## src/rtl/axi_reg_arbiter_if.sv

```systemverilog
`default_nettype none
// ============================================================================
// Module      : axi_reg_arbiter_if
// Description : AXI4-Lite bus bundle between the register arbiter (master)
//               and the audio register slave.
// Revision    : 1.0 - initial release
// ============================================================================
interface axi_reg_arbiter_if #(
    parameter int AXI_ADDR_WIDTH_P = 7,
    parameter int AXI_DATA_WIDTH_P = 32
) ();
    logic [AXI_ADDR_WIDTH_P-1:0]   awaddr;
    logic                          awvalid;
    logic                          awready;
    logic [AXI_DATA_WIDTH_P-1:0]   wdata;
    logic [AXI_DATA_WIDTH_P/8-1:0] wstrb;
    logic                          wvalid;
    logic                          wready;
    logic [1:0]                    bresp;
    logic                          bvalid;
    logic                          bready;
    logic [AXI_ADDR_WIDTH_P-1:0]   araddr;
    logic                          arvalid;
    logic                          arready;
    logic [AXI_DATA_WIDTH_P-1:0]   rdata;
    logic [1:0]                    rresp;
    logic                          rvalid;
    logic                          rready;

    modport master (
        output awaddr, awvalid, wdata, wstrb, wvalid, bready, araddr, arvalid, rready,
        input  awready, wready, bresp, bvalid, arready, rdata, rresp, rvalid
    );

    modport slave (
        input  awaddr, awvalid, wdata, wstrb, wvalid, bready, araddr, arvalid, rready,
        output awready, wready, bresp, bvalid, arready, rdata, rresp, rvalid
    );
endinterface
`default_nettype wire

```

## src/rtl/axi_reg_arbiter.sv

```systemverilog
`default_nettype none
// ============================================================================
// Module      : axi_reg_arbiter
// Description : Two-requester arbiter running one AXI4-Lite transaction at a
//               time. Define ARB_ROUND_ROBIN_EN for round-robin arbitration;
//               otherwise requester 0 has fixed priority.
// Revision    : 1.0 - initial release
// ============================================================================
module axi_reg_arbiter #(
    parameter int AXI_ADDR_WIDTH_P = 7,
    parameter int AXI_DATA_WIDTH_P = 32
) (
    input  logic                          clk,
    input  logic                          rst,
    input  logic [1:0]                    req_valid,
    output logic [1:0]                    req_ready,
    input  logic [1:0]                    req_write,
    input  logic [2*AXI_ADDR_WIDTH_P-1:0] req_addr,
    input  logic [2*AXI_DATA_WIDTH_P-1:0] req_wdata,
    output logic [1:0]                    rsp_valid,
    output logic [AXI_DATA_WIDTH_P-1:0]   rsp_rdata,
    output logic                          rsp_err,
    axi_reg_arbiter_if.master             axi
);

    localparam int         c_STRB_W = AXI_DATA_WIDTH_P / 8;
    localparam logic [2:0] c_IDLE   = 3'd0;
    localparam logic [2:0] c_WADDR  = 3'd1;
    localparam logic [2:0] c_WRESP  = 3'd2;
    localparam logic [2:0] c_RADDR  = 3'd3;
    localparam logic [2:0] c_RDATA  = 3'd4;
    localparam logic [2:0] c_DONE   = 3'd5;

    logic [2:0]                  r_state;
    logic [2:0]                  w_next_state;
    logic                        r_grant;
    logic                        w_win;
    logic                        w_accept;
    logic                        r_aw_done;
    logic                        r_w_done;
    logic                        r_err;
    logic                        w_aw_hs;
    logic                        w_w_hs;
    logic [AXI_ADDR_WIDTH_P-1:0] r_addr;
    logic [AXI_DATA_WIDTH_P-1:0] r_wdata;
    logic [AXI_DATA_WIDTH_P-1:0] r_rdata;

    // Accepting is gated by rst so no request is consumed during reset
    assign w_accept  = (r_state == c_IDLE) && (req_valid != 2'b00) && !rst;
    assign req_ready = w_accept ? (w_win ? 2'b10 : 2'b01) : 2'b00;
    assign w_aw_hs   = axi.awvalid && axi.awready;
    assign w_w_hs    = axi.wvalid && axi.wready;

`ifdef ARB_ROUND_ROBIN_EN
    logic r_prio;

    always_comb begin
        w_win = ~req_valid[0];
        if (req_valid == 2'b11) begin
            w_win = r_prio;
        end
    end

    always_ff @(posedge clk) begin
        if (rst) begin
            r_prio <= 1'b0;
        end else if (w_accept) begin
            r_prio <= ~w_win;
        end
    end
`else
    assign w_win = ~req_valid[0];
`endif

    always_ff @(posedge clk) begin
        if (rst) begin
            r_state <= c_IDLE;
        end else begin
            r_state <= w_next_state;
        end
    end

    always_comb begin
        w_next_state = r_state;
        case (r_state)
            c_IDLE: begin
                if (w_accept) begin
                    w_next_state = req_write[w_win] ? c_WADDR : c_RADDR;
                end
            end
            // AW and W complete independently, in either order
            c_WADDR: begin
                if ((r_aw_done || w_aw_hs) && (r_w_done || w_w_hs)) begin
                    w_next_state = c_WRESP;
                end
            end
            c_WRESP: if (axi.bvalid) w_next_state = c_DONE;
            c_RADDR: if (axi.arready) w_next_state = c_RDATA;
            c_RDATA: if (axi.rvalid) w_next_state = c_DONE;
            c_DONE:  w_next_state = c_IDLE;
            default: w_next_state = c_IDLE;
        endcase
    end

    always_comb begin
        axi.awvalid = 1'b0;
        axi.wvalid  = 1'b0;
        axi.wstrb   = '0;
        axi.bready  = 1'b0;
        axi.arvalid = 1'b0;
        axi.rready  = 1'b0;
        axi.awaddr  = r_addr;
        axi.araddr  = r_addr;
        axi.wdata   = r_wdata;
        rsp_valid   = 2'b00;
        rsp_err     = 1'b0;
        rsp_rdata   = r_rdata;
        case (r_state)
            c_WADDR: begin
                axi.awvalid = !r_aw_done;
                axi.wvalid  = !r_w_done;
                axi.wstrb   = {c_STRB_W{1'b1}};
            end
            c_WRESP: axi.bready  = 1'b1;
            c_RADDR: axi.arvalid = 1'b1;
            c_RDATA: axi.rready  = 1'b1;
            c_DONE: begin
                rsp_valid = r_grant ? 2'b10 : 2'b01;
                rsp_err   = r_err;
            end
            default: ;
        endcase
    end

    always_ff @(posedge clk) begin
        if (rst) begin
            r_grant   <= 1'b0;
            r_addr    <= '0;
            r_wdata   <= '0;
            r_rdata   <= '0;
            r_err     <= 1'b0;
            r_aw_done <= 1'b0;
            r_w_done  <= 1'b0;
        end else begin
            case (r_state)
                c_IDLE: begin
                    if (w_accept) begin
                        r_grant   <= w_win;
                        r_addr    <= w_win ? req_addr[2*AXI_ADDR_WIDTH_P-1:AXI_ADDR_WIDTH_P]
                                           : req_addr[AXI_ADDR_WIDTH_P-1:0];
                        r_wdata   <= w_win ? req_wdata[2*AXI_DATA_WIDTH_P-1:AXI_DATA_WIDTH_P]
                                           : req_wdata[AXI_DATA_WIDTH_P-1:0];
                        r_aw_done <= 1'b0;
                        r_w_done  <= 1'b0;
                    end
                end
                c_WADDR: begin
                    if (w_aw_hs) r_aw_done <= 1'b1;
                    if (w_w_hs)  r_w_done  <= 1'b1;
                end
                c_WRESP: begin
                    if (axi.bvalid) begin
                        r_err   <= (axi.bresp != 2'b00);
                        r_rdata <= '0;
                    end
                end
                c_RDATA: begin
                    if (axi.rvalid) begin
                        r_err   <= (axi.rresp != 2'b00);
                        r_rdata <= axi.rdata;
                    end
                end
                default: ;
            endcase
        end
    end

endmodule
`default_nettype wire

```

## src/flat_wrapper.sv

```systemverilog
// flat-port wrapper written by rule: the top's interface ports become plain ports
module axi_reg_arbiter_flat 
#(
    parameter int AXI_ADDR_WIDTH_P = 7,
    parameter int AXI_DATA_WIDTH_P = 32
)
  (clk, rst, req_valid, req_ready, req_write, req_addr, req_wdata, rsp_valid, rsp_rdata, rsp_err, axi_awaddr, axi_awvalid, axi_wdata, axi_wstrb, axi_wvalid, axi_bready, axi_araddr, axi_arvalid, axi_rready, axi_awready, axi_wready, axi_bresp, axi_bvalid, axi_arready, axi_rdata, axi_rresp, axi_rvalid);
  axi_reg_arbiter_if #(.AXI_ADDR_WIDTH_P(AXI_ADDR_WIDTH_P), .AXI_DATA_WIDTH_P(AXI_DATA_WIDTH_P)) axi_i ();
  input  logic clk;
  input  logic rst;
  input  logic [1:0] req_valid;
  output logic [1:0] req_ready;
  input  logic [1:0] req_write;
  input  logic [2*AXI_ADDR_WIDTH_P-1:0] req_addr;
  input  logic [2*AXI_DATA_WIDTH_P-1:0] req_wdata;
  output logic [1:0] rsp_valid;
  output logic [AXI_DATA_WIDTH_P-1:0] rsp_rdata;
  output logic rsp_err;
  output wire logic [$bits(axi_i.awaddr)-1:0] axi_awaddr;
  output wire logic [$bits(axi_i.awvalid)-1:0] axi_awvalid;
  output wire logic [$bits(axi_i.wdata)-1:0] axi_wdata;
  output wire logic [$bits(axi_i.wstrb)-1:0] axi_wstrb;
  output wire logic [$bits(axi_i.wvalid)-1:0] axi_wvalid;
  output wire logic [$bits(axi_i.bready)-1:0] axi_bready;
  output wire logic [$bits(axi_i.araddr)-1:0] axi_araddr;
  output wire logic [$bits(axi_i.arvalid)-1:0] axi_arvalid;
  output wire logic [$bits(axi_i.rready)-1:0] axi_rready;
  input wire logic [$bits(axi_i.awready)-1:0] axi_awready;
  input wire logic [$bits(axi_i.wready)-1:0] axi_wready;
  input wire logic [$bits(axi_i.bresp)-1:0] axi_bresp;
  input wire logic [$bits(axi_i.bvalid)-1:0] axi_bvalid;
  input wire logic [$bits(axi_i.arready)-1:0] axi_arready;
  input wire logic [$bits(axi_i.rdata)-1:0] axi_rdata;
  input wire logic [$bits(axi_i.rresp)-1:0] axi_rresp;
  input wire logic [$bits(axi_i.rvalid)-1:0] axi_rvalid;
  assign axi_awaddr = axi_i.awaddr;
  assign axi_awvalid = axi_i.awvalid;
  assign axi_wdata = axi_i.wdata;
  assign axi_wstrb = axi_i.wstrb;
  assign axi_wvalid = axi_i.wvalid;
  assign axi_bready = axi_i.bready;
  assign axi_araddr = axi_i.araddr;
  assign axi_arvalid = axi_i.arvalid;
  assign axi_rready = axi_i.rready;
  assign axi_i.awready = axi_awready;
  assign axi_i.wready = axi_wready;
  assign axi_i.bresp = axi_bresp;
  assign axi_i.bvalid = axi_bvalid;
  assign axi_i.arready = axi_arready;
  assign axi_i.rdata = axi_rdata;
  assign axi_i.rresp = axi_rresp;
  assign axi_i.rvalid = axi_rvalid;
  axi_reg_arbiter #(.AXI_ADDR_WIDTH_P(AXI_ADDR_WIDTH_P), .AXI_DATA_WIDTH_P(AXI_DATA_WIDTH_P)) u_core (.clk(clk), .rst(rst), .req_valid(req_valid), .req_ready(req_ready), .req_write(req_write), .req_addr(req_addr), .req_wdata(req_wdata), .rsp_valid(rsp_valid), .rsp_rdata(rsp_rdata), .rsp_err(rsp_err), .axi(axi_i));
endmodule
```

## config.mk

```make
export PLATFORM = sky130hd
export DESIGN_NAME = axi_reg_arbiter_flat
export DESIGN_NICKNAME = d
export VERILOG_FILES = /design/src/rtl/axi_reg_arbiter_if.sv /design/src/rtl/axi_reg_arbiter.sv /design/src/flat_wrapper.sv
export SDC_FILE = /design/constraint.sdc
export NUM_CORES = 1
export LEC_CHECK = 0
export ABC_AREA = 1
export ABC_CLOCK_PERIOD_IN_PS = 1950
export BUFFER_PORTS_ARGS = -buffer_cell sky130_fd_sc_hd__buf_2
export CAP_MARGIN = 30
export CORE_MARGIN = 1.5
export CORE_UTILIZATION = 45
export CTS_BUF_LIST = sky130_fd_sc_hd__clkbuf_4
export CTS_CLUSTER_SIZE = 28
export DETAILED_ROUTE_END_ITERATION = 12
export MAX_ROUTING_LAYER = met4
export PLACE_DENSITY_LB_ADDON = 0.08
export SETUP_SLACK_MARGIN = 0.2
export SYNTH_ARGS = -nofsm -noshare
export SYNTH_HDL_FRONTEND = slang
export SYNTH_SLANG_ARGS = --single-unit
```

## constraint.sdc

```tcl
create_clock -name clk -period 1.95 [get_ports clk]
set_input_delay 0.195 -clock clk [delete_from_list [all_inputs] [get_ports clk]]
set_output_delay 0.195 -clock clk [all_outputs]
set_load 0.02 [all_outputs]
```

==> results.yml, run 1 <==
global_route:
  grt_antenna_before_repair: 0
  groute.usage.overall_pct: 24.48
  grt_max_degree: 61
  vias_in_the_first_global_route: 3589
  globalRoute.totalOverflow: 0
  grt_first_pass_wirelength_um: 16170
routing:
  drt_wl_total_um: 10240
  detail-route-antenna-nets: 0
  via_per_inst: 4.750
  route.detailed.drc: 0
  route.vias.total: 4042
  first_iter_violations: 149
  wl_per_cell_um: 12.04
  detailedRoute.firstPassIterationCount: 4
finish:
  fin_nets: 869
  flow.area_growth_from_synthesis_pct: 40.64
  fin_util_pct: 65.17
  layout.cells.non_filler: 851
  antenna_diode_count: 0
  layout-drive-gt1-share_pct: 37.52
synth:
  count_of_state_elements_after_synthesis: 78
  async_s_r_ff_share_synth_pct: 0
  ys_top_cells_by_count: "sky130_fd_sc_hd__nand2_1 (246), sky130_fd_sc_hd__dfxtp_1 (78), sky130_fd_sc_hd__a21oi_1 (66)"
  mappedNetlistNets: 661
  yosys.area.top_type: "sky130_fd_sc_hd__dfxtp_1"
  top_flip_flop_cell_by_instance_count_after_synthesis: "sky130_fd_sc_hd__dfxtp_1"
  synth_most_common_cell: "sky130_fd_sc_hd__nand2_1"
  synth.distinct_cells: 21
  synth_largest_type_area_fraction_pct: 43.84
  number_of_enable_type_register_cells_in_the_synthesized_netlist: 0
  netlist_area_mm2: 0.003562
  dominant_cells_by_area_after_synthesis: "sky130_fd_sc_hd__dfxtp_1 (44%), sky130_fd_sc_hd__nand2_1 (26%), sky130_fd_sc_hd__a21oi_1 (9.3%), sky130_fd_sc_hd__nand3_1 (4.9%), sky130_fd_sc_hd__buf_4 (2.7%)"
  synth_area_per_cell_um2: 6.646
  synth_cells: 536
  ys_warn_count: 0
  seq_area_frac_synth_pct: 43.84
place:
  placed_cells_incl_taps: 817
  placer_s_final_routability_congestion_estimate: 0.7974
  hpwl_um: 7021
  port_buffers: 216
power:
  switching_share_pct: 40.56
  combinational_share_of_power_pct: 46.0
  max-vdd-ir-drop_mv: 0.4796
  leakage_power_total_nw: 2.623
  internal_power_mw: 3.257
  net_load_switching_power_mw: 2.223
  seq_power_share_pct: 36.9
  power_density_mw_per_mm2: 1094
  share_clk_of_total_power_pct: 17.1
hold_path:
  class_of_the_worst_hold_path: "in -> reg"
floorplanning:
  core.rowCount: 32
  die_height_um: 91.97
  design.portCount: 217
  initial_core_util_pct: 46.34
  die_footprint_mm2: 0.008458
  die_width_um: 91.97
  core_box_area_mm2: 0.007687
cts:
  number_of_clock_sinks_seen_by_cts: 78
  cts_tree: "done"
  clk_pin_slew_worst_paths_ns: 0.13
  cts_made_buffers: 9
  clockRootBuffer: "sky130_fd_sc_hd__clkbuf_4"
  ctsHtreeMaxLevel: 3
  insertion_delay_ns: 0.41
  clockBufferDepth: 2
sta:
  grt_setup_unrepaired: "true"
  finalMaxSlewViolations: 0
  fin_hold_ws_ns: 0.03863
  post-route-period-util_pct: 88.06
  final_hold_viol_count: 0
  worst_slew_margin_rel_pct: 56.29
  setup_viol_count_final: 0
  fin_skew_ns: 0.01039
  post-route-min-period_ns: 1.717
  max_freq_ghz: 0.5824
  finalSetupTns_ns: 0
  timing_worst_slew_pin_value_ns: 0.6557
flow_run:
  drv_cap: 0
setup_path:
  arrival_ns: 1.52
  worstSetupStartpointType: "flip-flop"
  worstPathRequired_ns: 1.75
  path_max_fanout: 4
  timing.critical_path.to_type: "output port"
  timing_worst_setup_path_type: "reg -> out"
run_status:
  status: "finished, final reports clean"
-- layer usage --
layer	track usage, %	wire length (um)	up-vias
met1	28.29	4274	1760
met3	5.058	643	18
met5	-	0	-
li1	-	-	2103
met2	41.48	5121	161
met4	9.744	205	0
-- cell families (layout without fill, tap and decap cells) --
logic type,after synthesis,in the layout,share of synthesized area [%]
and+or+nand+nor,313,313,34.81
AOI/OAI and AO/OA,80,80,12.12
DFF,78,78,43.84
buffers and inverters,65,278,9.238
-- worst max-delay path: stages (launching register included) --
cell and delay (ns):
sky130_fd_sc_hd__dfxtp_4 0.38, sky130_fd_sc_hd__nor2_4 0.12, sky130_fd_sc_hd__nand2_2 0.08, sky130_fd_sc_hd__nor2_4 0.10, sky130_fd_sc_hd__nand2_2 0.08, sky130_fd_sc_hd__buf_12 0.14
sky130_fd_sc_hd__nor2_4 0.09, sky130_fd_sc_hd__buf_6 0.12
-- what timing repair did --
action,4_1_cts,5_1_grt
hold buffers,0,1
pin swaps,3,3
buffers inserted,8,7
cloned,2,0
endpoints found under the hold margin,0,1
gates resized for setup,18,12
endpoints found under the setup margin,22,64
-- area by class of cell --
type                    instances  area, um^2
clock inverters                 7       65.06
repair buffers                242        1371
clock buffers                   9       67.56
inverters                      20       98.84
fillers                       692        2678
multi-input cells             393        1709
well taps                     102       127.6
flip-flops and latches         78        1570
-- final timing paths --
kind | slack (ns) | cells after the start | endpoint | from
worst max-delay path | 0.23 | 7 | req_ready[0] | u_core.r_state[0]
worst min-delay path | 0.04 | 3 | u_core.rsp_rdata[27] | axi_rdata[27]
worst max register to register | 0.28 | 9 | u_core.rsp_rdata[1] | u_core.r_state[0]
worst min register to register | 0.47 | 2 | u_core.rsp_rdata[16] | u_core.rsp_rdata[16]
-- through the flow --
| stage | setup WS [ns] | total power [mW] | area, um^2 |
|---|---|---|---|
| 3_5_place_dp | 0.1790 | 4.125 | 4602 |
| 3_3_place_gp | 0.2778 | 4.086 | 4602 |
| 2_1_floorplan | 0.5268 | 3.569 | 3562 |
| 5_1_grt | 0.1470 | 5.867 | 5010 |
| 6_report | 0.2328 | 5.480 | 5010 |
| 4_1_cts | 0.1898 | 5.335 | 4913 |
-- layout by cell type (no fill, tap or decap), types with 2 or more instances in the layout --
cell type                    instances
sky130_fd_sc_hd__nand2_1           244
sky130_fd_sc_hd__buf_2             212
sky130_fd_sc_hd__dfxtp_1            75
sky130_fd_sc_hd__a21oi_1            66
sky130_fd_sc_hd__nand3_1            35
sky130_fd_sc_hd__buf_4              23
sky130_fd_sc_hd__nor2_1             21
sky130_fd_sc_hd__inv_1              16
sky130_fd_sc_hd__clkbuf_4            9
sky130_fd_sc_hd__a21oi_2             8
sky130_fd_sc_hd__nor2_4              5
sky130_fd_sc_hd__o21ai_0             5
sky130_fd_sc_hd__clkinv_2            4
sky130_fd_sc_hd__nand2_2             3
sky130_fd_sc_hd__nand3b_1            2
sky130_fd_sc_hd__clkinvlp_4          2
sky130_fd_sc_hd__bufbuf_16           2
sky130_fd_sc_hd__buf_6               2
sky130_fd_sc_hd__buf_12              2
sky130_fd_sc_hd__dfxtp_4             2
-- power groups by stage --
stage / logic (mW) / registers (mW) / clock network [mW]
finish: 2.52 / 2.02 / 0.937
global route: 2.77 / 2.05 / 1.05
CTS: 2.36 / 2.02 / 0.964
detailed placement: 2.09 / 2.04 / 0
global placement: 2.06 / 2.03 / 0
floorplan: 1.30 / 2.27 / 0
-- registers in the layout, summed over array words and instances (netlist names) --
register           count
u_core.axi.wdata      32
u_core.rsp_rdata      32
u_core.axi.araddr      7
u_core.r_state         3
u_core.r_aw_done       1
u_core.r_err           1
u_core.r_grant         1
u_core.r_w_done        1
Power figures use the tool's default switching activity.
==> run 2: changes to the inputs <==
Settings changed: CORE_MARGIN 1.5 to 2.
==> results.yml, run 2 (same netlist as run 1, synthesis figures left out) <==
run_status:
  status: "finished, final reports clean"
global_route:
  groute.usage.overall_pct: 22.34
  vias_in_the_first_global_route: 3490
  grt_first_pass_wirelength_um: 15330
  globalRoute.totalOverflow: 0
  grt_antenna_before_repair: 0
  grt_max_degree: 75
power:
  power_density_mw_per_mm2: 1073
  leakage_power_total_nw: 2.542
  max-vdd-ir-drop_mv: 0.4081
sta:
  fin_hold_ws_ns: 0.03749
  timing_worst_slew_pin_value_ns: 0.7934
  final_hold_viol_count: 0
  grt_setup_unrepaired: "true"
  max_freq_ghz: 0.6060
  finalMaxSlewViolations: 0
  setup_viol_count_final: 0
  finalSetupTns_ns: 0
  fin_skew_ns: 0.01119
  post-route-period-util_pct: 84.62
  post-route-min-period_ns: 1.650
  worst_slew_margin_rel_pct: 47.11
setup_path:
  timing_worst_setup_path_type: "reg -> out"
  timing.rr.end: "u_core.axi.wdata[3]"
  setup.reg_to_reg.worst_slack_ns: 0.40
  timing.rr.start: "u_core.r_state[2]"
  reg2regPathDepth: 9
  timing.critical_path.to_type: "output port"
  worstPathRequired_ns: 1.75
  arrival_ns: 1.46
  worstSetupStartpointType: "flip-flop"
  path_max_fanout: 4
routing:
  via_per_inst: 4.694
  first_iter_violations: 91
  detail-route-antenna-nets: 0
  drt_wl_total_um: 9741
  wl_per_cell_um: 11.56
  route.vias.total: 3957
  detailedRoute.firstPassIterationCount: 4
  route.detailed.drc: 0
cts:
  cts_made_buffers: 9
  ctsHtreeMaxLevel: 3
  cts_tree: "done"
  clockBufferDepth: 2
  number_of_clock_sinks_seen_by_cts: 78
  clockRootBuffer: "sky130_fd_sc_hd__clkbuf_4"
  insertion_delay_ns: 0.40
  clk_pin_slew_worst_paths_ns: 0.14
hold_path:
  worst_hold_end: "u_core.rsp_rdata[8]"
  hold_path_cell_cnt: 3
  class_of_the_worst_hold_path: "in -> reg"
  hold_path_startpoint: "axi_rdata[8]"
floorplanning:
  core.rowCount: 32
  design.portCount: 217
  die_height_um: 92.97
  die_width_um: 92.97
  core_box_area_mm2: 0.007687
  initial_core_util_pct: 46.34
  die_footprint_mm2: 0.008643
place:
  port_buffers: 216
  hpwl_um: 7006
  placed_cells_incl_taps: 819
  placer_s_final_routability_congestion_estimate: 0.8106
  post_dp_cell_area_mm2: 0.004604
finish:
  finish.instance_area_mm2: 0.004882
  layout.cells.non_filler: 843
  flow.area_growth_from_synthesis_pct: 37.06
  mostFrequentLayoutCell: "sky130_fd_sc_hd__nand2_1"
  antenna_diode_count: 0
  layout.cells.most_common_list: "sky130_fd_sc_hd__nand2_1 (244), sky130_fd_sc_hd__buf_2 (213), sky130_fd_sc_hd__dfxtp_1 (75)"
  num-fill-cells: 748
  fin_nets: 861
  layout-drive-gt1-share_pct: 36.57
flow_run:
  drv_cap: 0
run 2: changes by cell type in the layout (fill, tap and decap cells not counted), sizes merged:
cell and delta:
bufbuf -2, clkinv -4, bufinv -1, clkinvlp +1, dlygate4sd3 +1, inv +4
buf -7
run 2: layout make-up:
| class | instances | area (um^2) | area share, % |
|---|---|---|---|
| clock buffer | 9 | 67.56 | 1.384 |
| multi-input combinational | 393 | 1712 | 35.06 |
| sequential | 78 | 1573 | 32.21 |
| timing repair buffer | 234 | 1245 | 25.50 |
| clock inverter | 7 | 78.83 | 1.615 |
| tap | 102 | 127.6 | 2.614 |
| inverter | 20 | 78.83 | 1.615 |
run 2: timing repair:
action / CTS / global route
hold endpoints to repair: 1 / 1
endpoints found under the setup margin: 5 / 66
setup buffers: 2 / 4
pin swaps: 2 / 2
hold buffers: 1 / 1
gates resized for setup: 10 / 13
run 2: per-stage QoR:
stage               utilization (%)  setup slack, ns  power [mW]
floorplan                         -           0.5268       3.569
global placement              59.90           0.4029       4.078
finish                        63.51           0.2999       5.239
global route                  63.51           0.1854       5.601
CTS                           62.50           0.1622       5.173
detailed placement            59.90           0.3292       4.113
run 2: power breakdown:
| group | internal, mW | switching, mW |
|---|---|---|
| clock network | 0.403 | 0.580 |
| registers | 1.86 | 0.177 |
| logic | 0.787 | 1.43 |
| total | 3.05 | 2.19 |
run 2: how the worst max path moves through the flow:
stage,startpoint,end,slack [ns],cells after the start
after CTS,u_core.r_state[2],req_ready[0],0.16,6
after global routing,u_core.r_state[2],req_ready[1],0.19,6
after global placement,u_core.r_state[1],u_core.rsp_rdata[11],0.40,6
after floorplan,u_core.r_state[2],req_ready[1],0.53,6
after detailed placement,u_core.r_state[1],u_core.rsp_rdata[31],0.33,6
final,u_core.r_state[2],req_ready[1],0.30,6
run 2: worst max-delay path, stage by stage (launching register included):
cell,delay (ns)
sky130_fd_sc_hd__dfxtp_4,0.39
sky130_fd_sc_hd__nor2_4,0.15
sky130_fd_sc_hd__nand2_4,0.07
sky130_fd_sc_hd__nor2_4,0.11
sky130_fd_sc_hd__nand2_4,0.09
sky130_fd_sc_hd__nor2_2,0.10
sky130_fd_sc_hd__buf_4,0.15
run 2: routing by layer:
layer	track usage (%)	vias to the layer above	part of all wire [%]
met5	-	-	0
met4	7.966	0	0.95
met3	3.948	9	6.6
met2	37.98	153	50
met1	26.74	1710	42
li1	-	2085	-
